==> src/rtl/alu_exec_unit.sv <==
// RV32I/RV-M execute stage: decodes ALU control fields, produces a registered result.
// Single-cycle ALU path plus an optional iterative multiply/divide unit.
//
// state | meaning
// ------+-------------------------------------------------------------
// IDLE  | ready; ALU/illegal/divide-special ops complete on accept edge
// MUL   | one shift-add step per cycle, XLEN steps
// DIV   | one restoring-divide step per cycle, XLEN steps
// FIX   | sign correction, half/quotient/remainder select, result out
module alu_exec_unit #(
  parameter int XLEN   = 32,
  parameter bit MDU_EN = 1'b1
) (
  input  logic            clk,
  input  logic            rst_n,
  input  logic            in_valid,
  output logic            in_ready,
  input  logic            flush,
  input  logic [1:0]      alu_op,
  input  logic [2:0]      funct3,
  input  logic [6:0]      funct7,
  input  logic [6:0]      op,
  input  logic [XLEN-1:0] a,
  input  logic [XLEN-1:0] b,
  output logic            out_valid,
  output logic [XLEN-1:0] result,
  output logic            zero,
  output logic            illegal
);

  localparam int SHW = $clog2(XLEN);
  localparam logic [SHW-1:0]  CNT_LAST = SHW'(XLEN - 1);
  localparam logic [XLEN-1:0] XMIN     = {1'b1, {(XLEN-1){1'b0}}};

  typedef enum logic [1:0] {S_IDLE, S_MUL, S_DIV, S_FIX} state_e;

  state_e state_q, state_d;

  logic [2*XLEN:0]  acc_q;
  logic [XLEN-1:0]  opb_q;
  logic [SHW-1:0]   cnt_q;
  logic             neg_q;
  logic [2:0]       f3_q;

  logic             out_valid_q, out_valid_d;
  logic [XLEN-1:0]  result_q, result_d;
  logic             zero_q;
  logic             illegal_q, illegal_d;

  logic unused_op;
  assign unused_op = ^{op[6], op[4:0]};

  // ---------------- decode ----------------
  logic sub7, m_enc, is_m, is_mul, is_div, is_ill;
  logic accept, go_mdu;

  assign sub7   = op[5] & funct7[5];
  assign m_enc  = (alu_op == 2'b10) & op[5] & (funct7 == 7'b0000001);
  assign is_m   = m_enc & MDU_EN;
  assign is_ill = (alu_op == 2'b11) | (m_enc & ~MDU_EN);
  assign is_mul = is_m & ~funct3[2];
  assign is_div = is_m & funct3[2];

  // ---------------- single-cycle ALU ----------------
  logic [SHW-1:0]  shamt;
  logic [XLEN-1:0] sra_res;
  logic            lt_s, lt_u;
  logic [XLEN-1:0] alu_res;

  assign shamt   = b[SHW-1:0];
  assign sra_res = $signed(a) >>> shamt;
  assign lt_s    = $signed(a) < $signed(b);
  assign lt_u    = a < b;

  always_comb begin
    alu_res = '0;
    case (alu_op)
      2'b00: alu_res = a + b;
      2'b01: alu_res = a - b;
      2'b10: begin
        case (funct3)
          3'b000:  alu_res = sub7 ? (a - b) : (a + b);
          3'b001:  alu_res = a << shamt;
          3'b010:  alu_res = {{(XLEN-1){1'b0}}, lt_s};
          3'b011:  alu_res = {{(XLEN-1){1'b0}}, lt_u};
          3'b100:  alu_res = a ^ b;
          3'b101:  alu_res = funct7[5] ? sra_res : (a >> shamt);
          3'b110:  alu_res = a | b;
          default: alu_res = a & b;
        endcase
      end
      default: alu_res = '0;
    endcase
  end

  // ---------------- MDU operand preparation ----------------
  logic            a_sgn, b_sgn, a_neg, b_neg, neg_d;
  logic [XLEN-1:0] a_abs, b_abs;
  logic            b_zero, div_ovf, div_spec;
  logic [XLEN-1:0] spec_res;

  always_comb begin
    if (!funct3[2]) begin
      a_sgn = (funct3[1:0] == 2'b01) | (funct3[1:0] == 2'b10);
      b_sgn = (funct3[1:0] == 2'b01);
    end else begin
      a_sgn = ~funct3[0];
      b_sgn = ~funct3[0];
    end
  end

  assign a_neg = a_sgn & a[XLEN-1];
  assign b_neg = b_sgn & b[XLEN-1];
  assign a_abs = a_neg ? -a : a;
  assign b_abs = b_neg ? -b : b;
  // Remainder follows the dividend's sign; products and quotients follow the xor.
  assign neg_d = (funct3[2] & funct3[1]) ? a_neg : (a_neg ^ b_neg);

  assign b_zero   = (b == '0);
  assign div_ovf  = ~funct3[0] & (a == XMIN) & (b == '1);
  assign div_spec = is_div & (b_zero | div_ovf);

  always_comb begin
    if (b_zero) spec_res = funct3[1] ? a : '1;
    else        spec_res = funct3[1] ? '0 : a;
  end

  assign accept = in_valid & in_ready & ~flush;
  assign go_mdu = accept & is_m & ~div_spec;

  // ---------------- iterative step logic ----------------
  logic [XLEN:0]     mul_sum;
  logic [2*XLEN:0]   mul_next;
  logic [XLEN:0]     rem_sh, trial;
  logic              q_bit;
  logic [2*XLEN:0]   div_next;

  assign mul_sum  = acc_q[2*XLEN:XLEN] + (acc_q[0] ? {1'b0, opb_q} : {(XLEN+1){1'b0}});
  assign mul_next = {1'b0, mul_sum, acc_q[XLEN-1:1]};

  assign rem_sh   = {acc_q[2*XLEN-1:XLEN], acc_q[XLEN-1]};
  assign trial    = rem_sh - {1'b0, opb_q};
  assign q_bit    = ~trial[XLEN];
  assign div_next = {1'b0, (q_bit ? trial[XLEN-1:0] : rem_sh[XLEN-1:0]),
                     acc_q[XLEN-2:0], q_bit};

  logic [2*XLEN-1:0] prod_s;
  logic [XLEN-1:0]   quo_s, rem_s, fix_res;

  assign prod_s  = neg_q ? -acc_q[2*XLEN-1:0] : acc_q[2*XLEN-1:0];
  assign quo_s   = neg_q ? -acc_q[XLEN-1:0] : acc_q[XLEN-1:0];
  assign rem_s   = neg_q ? -acc_q[2*XLEN-1:XLEN] : acc_q[2*XLEN-1:XLEN];

  always_comb begin
    if (f3_q[2])                 fix_res = f3_q[1] ? rem_s : quo_s;
    else if (f3_q[1:0] == 2'b00) fix_res = prod_s[XLEN-1:0];
    else                         fix_res = prod_s[2*XLEN-1:XLEN];
  end

  // ---------------- FSM: state register ----------------
  always_ff @(posedge clk or negedge rst_n) begin
    if (!rst_n) state_q <= S_IDLE;
    else        state_q <= state_d;
  end

  // ---------------- FSM: next state ----------------
  always_comb begin
    state_d = state_q;
    case (state_q)
      S_IDLE: if (go_mdu) state_d = is_mul ? S_MUL : S_DIV;
      S_MUL, S_DIV: begin
        if (flush)                 state_d = S_IDLE;
        else if (cnt_q == CNT_LAST) state_d = S_FIX;
      end
      default: state_d = S_IDLE;
    endcase
  end

  // ---------------- FSM: outputs ----------------
  always_comb begin
    in_ready    = (state_q == S_IDLE);
    out_valid_d = 1'b0;
    result_d    = '0;
    illegal_d   = 1'b0;
    if (state_q == S_FIX) begin
      out_valid_d = ~flush;
      result_d    = fix_res;
    end else if (accept & ~go_mdu) begin
      out_valid_d = 1'b1;
      illegal_d   = is_ill;
      if (is_ill)        result_d = '0;
      else if (div_spec) result_d = spec_res;
      else               result_d = alu_res;
    end
  end

  // ---------------- MDU datapath registers ----------------
  always_ff @(posedge clk or negedge rst_n) begin
    if (!rst_n) begin
      acc_q <= '0;
      opb_q <= '0;
      cnt_q <= '0;
      neg_q <= 1'b0;
      f3_q  <= 3'b000;
    end else if (go_mdu) begin
      // Multiply: multiplier in the low half, multiplicand added into the high half.
      // Divide: dividend in the low half shifts out into the remainder half.
      acc_q <= is_mul ? {{(XLEN+1){1'b0}}, b_abs} : {{(XLEN+1){1'b0}}, a_abs};
      opb_q <= is_mul ? a_abs : b_abs;
      cnt_q <= '0;
      neg_q <= neg_d;
      f3_q  <= funct3;
    end else if ((state_q == S_MUL) || (state_q == S_DIV)) begin
      if (flush) begin
        cnt_q <= '0;
      end else begin
        acc_q <= (state_q == S_MUL) ? mul_next : div_next;
        cnt_q <= cnt_q + SHW'(1);
      end
    end
  end

  // ---------------- result registers ----------------
  always_ff @(posedge clk or negedge rst_n) begin
    if (!rst_n) begin
      out_valid_q <= 1'b0;
      result_q    <= '0;
      zero_q      <= 1'b1;
      illegal_q   <= 1'b0;
    end else begin
      out_valid_q <= out_valid_d;
      if (out_valid_d) begin
        result_q  <= result_d;
        zero_q    <= (result_d == '0);
        illegal_q <= illegal_d;
      end
    end
  end

  assign out_valid = out_valid_q;
  assign result    = result_q;
  assign zero      = zero_q;
  assign illegal   = illegal_q;

endmodule

==> config.mk <==
export PLATFORM = sky130hd
export DESIGN_NAME = alu_exec_unit
export DESIGN_NICKNAME = d
export VERILOG_FILES = /design/src/rtl/alu_exec_unit.sv
export SDC_FILE = /design/constraint.sdc
export NUM_CORES = 2
export LEC_CHECK = 0
export CORE_UTILIZATION = 30
export DETAILED_ROUTE_END_ITERATION = 6
export PLACE_DENSITY = 0.44
export SETUP_SLACK_MARGIN = 0.3
export SYNTH_ARGS = -nofsm -noshare
export SYNTH_HDL_FRONTEND = slang
export SYNTH_SLANG_ARGS = --single-unit
==> constraint.sdc <==
create_clock -name clk -period 4.4 [get_ports clk]
set_input_delay 0.66 -clock clk [delete_from_list [all_inputs] [get_ports clk]]
set_output_delay 0.66 -clock clk [all_outputs]
set_load 0.05 [all_outputs]
Word-level counts from Yosys, hierarchy flattened
Index checks and enable logic that the tools add are counted.
Widths: inputs -> output; s select.
- muxes and demuxes: 42
- $lt $le $gt $ge: 2
- divide/modulo/power cells: 0
- eq/ne operators: 21
- add/sub/neg operators: 10
- shift-type cells: 3
- $mul: 0
- bitwise gates (word level): 28
- reductions and logical operators: 11
- operators with widths (cell ; count):
    $mux 32 ; 20
    $pmux 32 s7 ; 1
    $mux 65 ; 3
    $mux 64 ; 2
    $neg 32->32 ; 4
    $pmux 32 s3 ; 1
    $eq 32x32->1 const B ; 2
    $logic_not 32->1 ; 2
    $lt 32x32->1 ; 2
    $neg 64->64 ; 1
    $add 33x32->33 ; 1
    $sub 33x32->33 ; 1
    $add 32x32->32 ; 1
    $and 32x32->32 ; 1
    $or 32x32->32 ; 1
    $shl 32x5->32 ; 1
    $shr 32x5->32 ; 1
    $sshr 32x5->32 ; 1
    $sub 32x32->32 ; 1
    $xor 32x32->32 ; 1
    $and 1x1->1 ; 16
    $mux 5 ; 3
    $eq 2x2->1 const B ; 5
    $eq 3x3->1 const B ; 3
    20 further kinds ; 42
- bits in latches: 0
- RAM bits: 0
- bits in read-only memories: 0
- flip-flop bits (word level): 143
- input bits: 87
- logic and storage cells: 127
- memories: 0

Depth between registers and ports, before layout
- depth after elaboration: 12
- depth in mapped cells: 22

Worst setup path before layout
OpenSTA, ideal clock, no wires.
- path kind: in2reg
- from: input b[2]
- to: register zero_q (netlist: zero)
- data required time: 4311 ps
- library setup time: 89 ps
- path slack: -1300 ps
- stages: 22
- arrival: 5611 ps
- cells stage by stage: buf_1 > buf_2 > inv_1 > buf_2 > buf_1 > clkbuf_1 > buf_1 > ha_1 > clkbuf_1 > or2_2 > a221oi_1 > o21a_1 > nand3_1 > a31oi_1 > xnor2_1 > o21ai_0 > or4b_2 > a21oi_1 > nand3_1 > nor3_1 > nand4_1 > o32ai_2
- longest elaborated chain between the ends: 11
- RTL lines (what ; RTL line ; RTL):
    from (decl) ; 24 ; input logic [XLEN-1:0] b,
    branches (longest 11 deep; another with $add 32x32->32) ; - ;
    to (signal assigned) ; 234 ; zero_q <= (result_d == '0);
    to (decl) ; 47 ; logic zero_q;
Several ways; the timed one is not identified.
A chain may end at the register's enable or synchronous reset.

Worst setup path in the final report
- from: input a[0]
- to: register zero_q (netlist: zero)
- longest elaborated chain between the ends: 12
- RTL lines (what ; RTL line ; RTL):
    from (decl) ; 23 ; input logic [XLEN-1:0] a,
    branches (longest 12 deep; another with $add 32x32->32) ; - ;
Several ways; the timed one is not identified.

==> reports/results.ini <==
[critical_path]
critPathTopFamily = compound AO/OA/AOI/OAI gates
critPathBufInv = 4
crit_chain = buf_4 -> inv_1 -> ha_2 -> fa_2 -> or2_4 -> a221oi_4 -> o211ai_1 -> buf_4 -> nand2_2 -> a22oi_2 -> xnor2_1 -> o211ai_1 -> a31o_2 -> nor4_4 -> buf_4 -> and4_4 -> and4_4 -> nand4_1 -> o32ai_2
critPathArrivalTime_ns = 4.85
cpMaxStageDelayCell = fa_2
criticalPathCategory = primary input to flip-flop
crit_path_max_fanout = 5
critPathLaunchType = primary input
ff2ff_setup_slack_ns = 0.01
cp_common_cell = buf_4
end_kind = flip-flop
worstPathRequired_ns = 4.79
slowest_delay_ns = 0.41

[place]
port-buffer-count = 116
place_congestion = 1.08
hpwl_um = 134000
placed_area_um2 = 35500
place_inst = 5583

[global_route]
antenna_found_initial = 3
first_global_vias = 31540
grt_remaining_overflow = 0
grt_first_pass_wirelength_um = 228000
grt_use_met2_pct = 54.6
grt_util_met3_pct = 6.53
grt_max_degree = 100
grt-busiest-layer = met2
gr-usage-met1_pct = 48.4
grtUsageTotal_pct = 36.4

[route]
avgRoutedWirePerCell_um = 28.5
vias = 33042
drc = 0
drt_iter0_drc = 3621
dr.pass1.iters = 6
routed_wl_um = 161000
ant_nets = 0
avgViaCountPerCell = 5.84

[cells_and_area]
area_growth_syn_to_layout_pct = 45.3
final_core_util_pct = 44.1
instances_no_fill = 5657
drive_gt1_share_pct = 32.0
final_area_um2 = 37500
fin_nets = 4763

[logic_synthesis]
async_reset_ff_share_pct = 100
synth_top_area_share_pct = 13.7
synth-seq-cells = 142
synth.avg_cell_area_um2 = 7.16
synth_flop_cell = dfrtp_1
synth_cells = 3604
synthTopCellsByArea = dfrtp_1, ha_1, a21oi_1
synth_cell_type_count = 93
synth-warning-count = 0
synth.largest_area_cell = dfrtp_1
synth_edf_count = 0
syn-num-nets = 3870
synthesis.area_um2 = 25800
yosysSeqAreaShare_pct = 13.8

[sta]
period_needed_ns = 4.46
rsz0062_at_grt = true
slew_headroom_pct = 34.4
report.final.slew_viol_count = 0
fin_ws_ns = -0.0573
hold_viol = 0
tightest_slew_ns = 0.985
finalSetupViolCount = 1
fin_crit_sh_pct = 101
max_freq_mhz = 224
finClkSkew_ns = 0.0160

[floorplan]
design.die.area_um2 = 87300
num_rows = 107
initial_core_util_pct = 30.3
die-width_um = 295
io_pins = 123
fp.dieH_um = 295
core_um2 = 85100

[job]
cap_violations = 0

[hold_path]
min_path_type = primary input to async pin

[pwr]
pwr-share-seq_pct = 16.1
power_density_nw_per_um2 = 354
internal_power_mw = 6.59
switchingPower_mw = 6.68
swShare_pct = 50.3
leakagePower_nw = 16.5
p_total_mw = 13.3
pwr-share-comb_pct = 73.2
peakVddDrop_v = 0.000333
clkPwrFrac_pct = 10.6

[clock_network]
clk_latency_ns = 0.48
root_buffer = clkbuf_16
cts_buffers = 17
clk_pin_slew_worst_paths_ns = 0.07
cts_hold_buf = 0
cts-htree-levels = 4
cts_tree = built
cts_sinks = 142
cts_buffer_depth = 2

[outcome]
status = complete, but fails checks
violations = setup timing

==> kinds of logic after synthesis <==
logic type | share of synthesized area, %
and+or+nand+nor | 20.5
buffers and inverters | 7.04
muxes | 11.1
xor gates and xnor gates | 7.43
DFF | 13.8
AOI/OAI and AO/OA | 31.4
adders and majority gates | 8.79
==> through the flow <==
step / setup TNS (ns) / hold WS [ns] / setup slack (ns)
2_1_floorplan: -0.0764 / 0.364 / -0.0764
3_3_place_gp: -23.82 / 0.479 / -1.28
3_5_place_dp: -24.31 / 0.483 / -1.32
4_1_cts: -0.0709 / 0.230 / -0.0709
5_1_grt: -0.691 / 0.254 / -0.133
6_report: -0.0573 / 0.202 / -0.0573
==> repair_timing <==
item / in CTS / in global routing
pin swaps: 65 / 59
endpoints found under the setup margin: 55 / 45
buffers inserted: 19 / 16
resized for setup: 194 / 167
cloned: 4 / 0
==> synth_stat cells (28+ instances only) <==
library cell,instances
a211oi_1,35
a21o_1,44
a21oi_1,332
a221oi_1,28
a31oi_1,45
buf_1,37
clkbuf_1,229
dfrtp_1,141
ha_1,175
inv_1,170
mux2_2,38
mux2i_1,134
mux4_2,49
nand2_1,327
nand2b_1,33
nand3_1,82
nand4_1,35
nor2_1,350
nor3_1,68
nor4_1,35
o211ai_1,85
o21ai_0,302
o221ai_1,29
o22ai_1,47
o31ai_1,36
or3_1,33
xnor2_1,163
xor2_1,56
==> placed cells by master, fill, tap and decap left out, types with 77 or more instances in the layout <==
master | netlist | final
ha_1 | 175 | 151
inv_1 | 170 | 155
nand3_1 | 82 | 77
dfrtp_1 | 141 | 140
a21oi_1 | 332 | 311
o211ai_1 | 85 | 85
nor2_1 | 350 | 339
o21ai_0 | 302 | 260
nand2_1 | 327 | 322
xnor2_1 | 163 | 162
mux2i_1 | 134 | 129
buf_4 | 0 | 989
==> worst paths after layout <==
check,from,end,depth (start not counted)
max in group asynchronous,rst_n,zero,2
setup reg to reg,acc_q[22],zero,14
setup / recovery,a[0],zero,19
hold reg to reg,zero,zero,2
min in group clk,zero,zero,2
hold / removal,rst_n,acc_q[61],1
==> flip-flops by register name, indices dropped and copies added (netlist names) <==
name       flops
zero           1
cnt_q          5
acc_q         64
opb_q         32
f3_q           3
illegal        1
neg_q          1
result        32
out_valid      1
state_q        2
==> routing by layer <==
metal  part of all wire, %  wire (um)
met2                    42      68200
met1                    43      69500
met4                   6.9      11100
met3                   7.8      12600
met5                0.0068         11
==> power by group through the flow <==
stage | Clock, mW | Combinational [mW] | Sequential [mW]
after floorplan | 0 | 4.86 | 2.55
after global placement | 0 | 9.04 | 2.15
after detailed placement | 0 | 9.02 | 2.15
after CTS | 1.46 | 9.38 | 2.14
after global routing | 1.49 | 10.4 | 2.20
final | 1.41 | 9.72 | 2.14
==> final cells by class <==
class / instances / area (um2)
timing repair buffer: 1166 / 9650
inverter: 177 / 681
clock buffer: 19 / 433
fill: 8989 / 47600
multi-input combinational: 2993 / 21700
antenna: 3 / 7.51
sequential: 142 / 3560
clock inverter: 13 / 118
tap: 1144 / 1430
(Power assumes the default switching activity.)
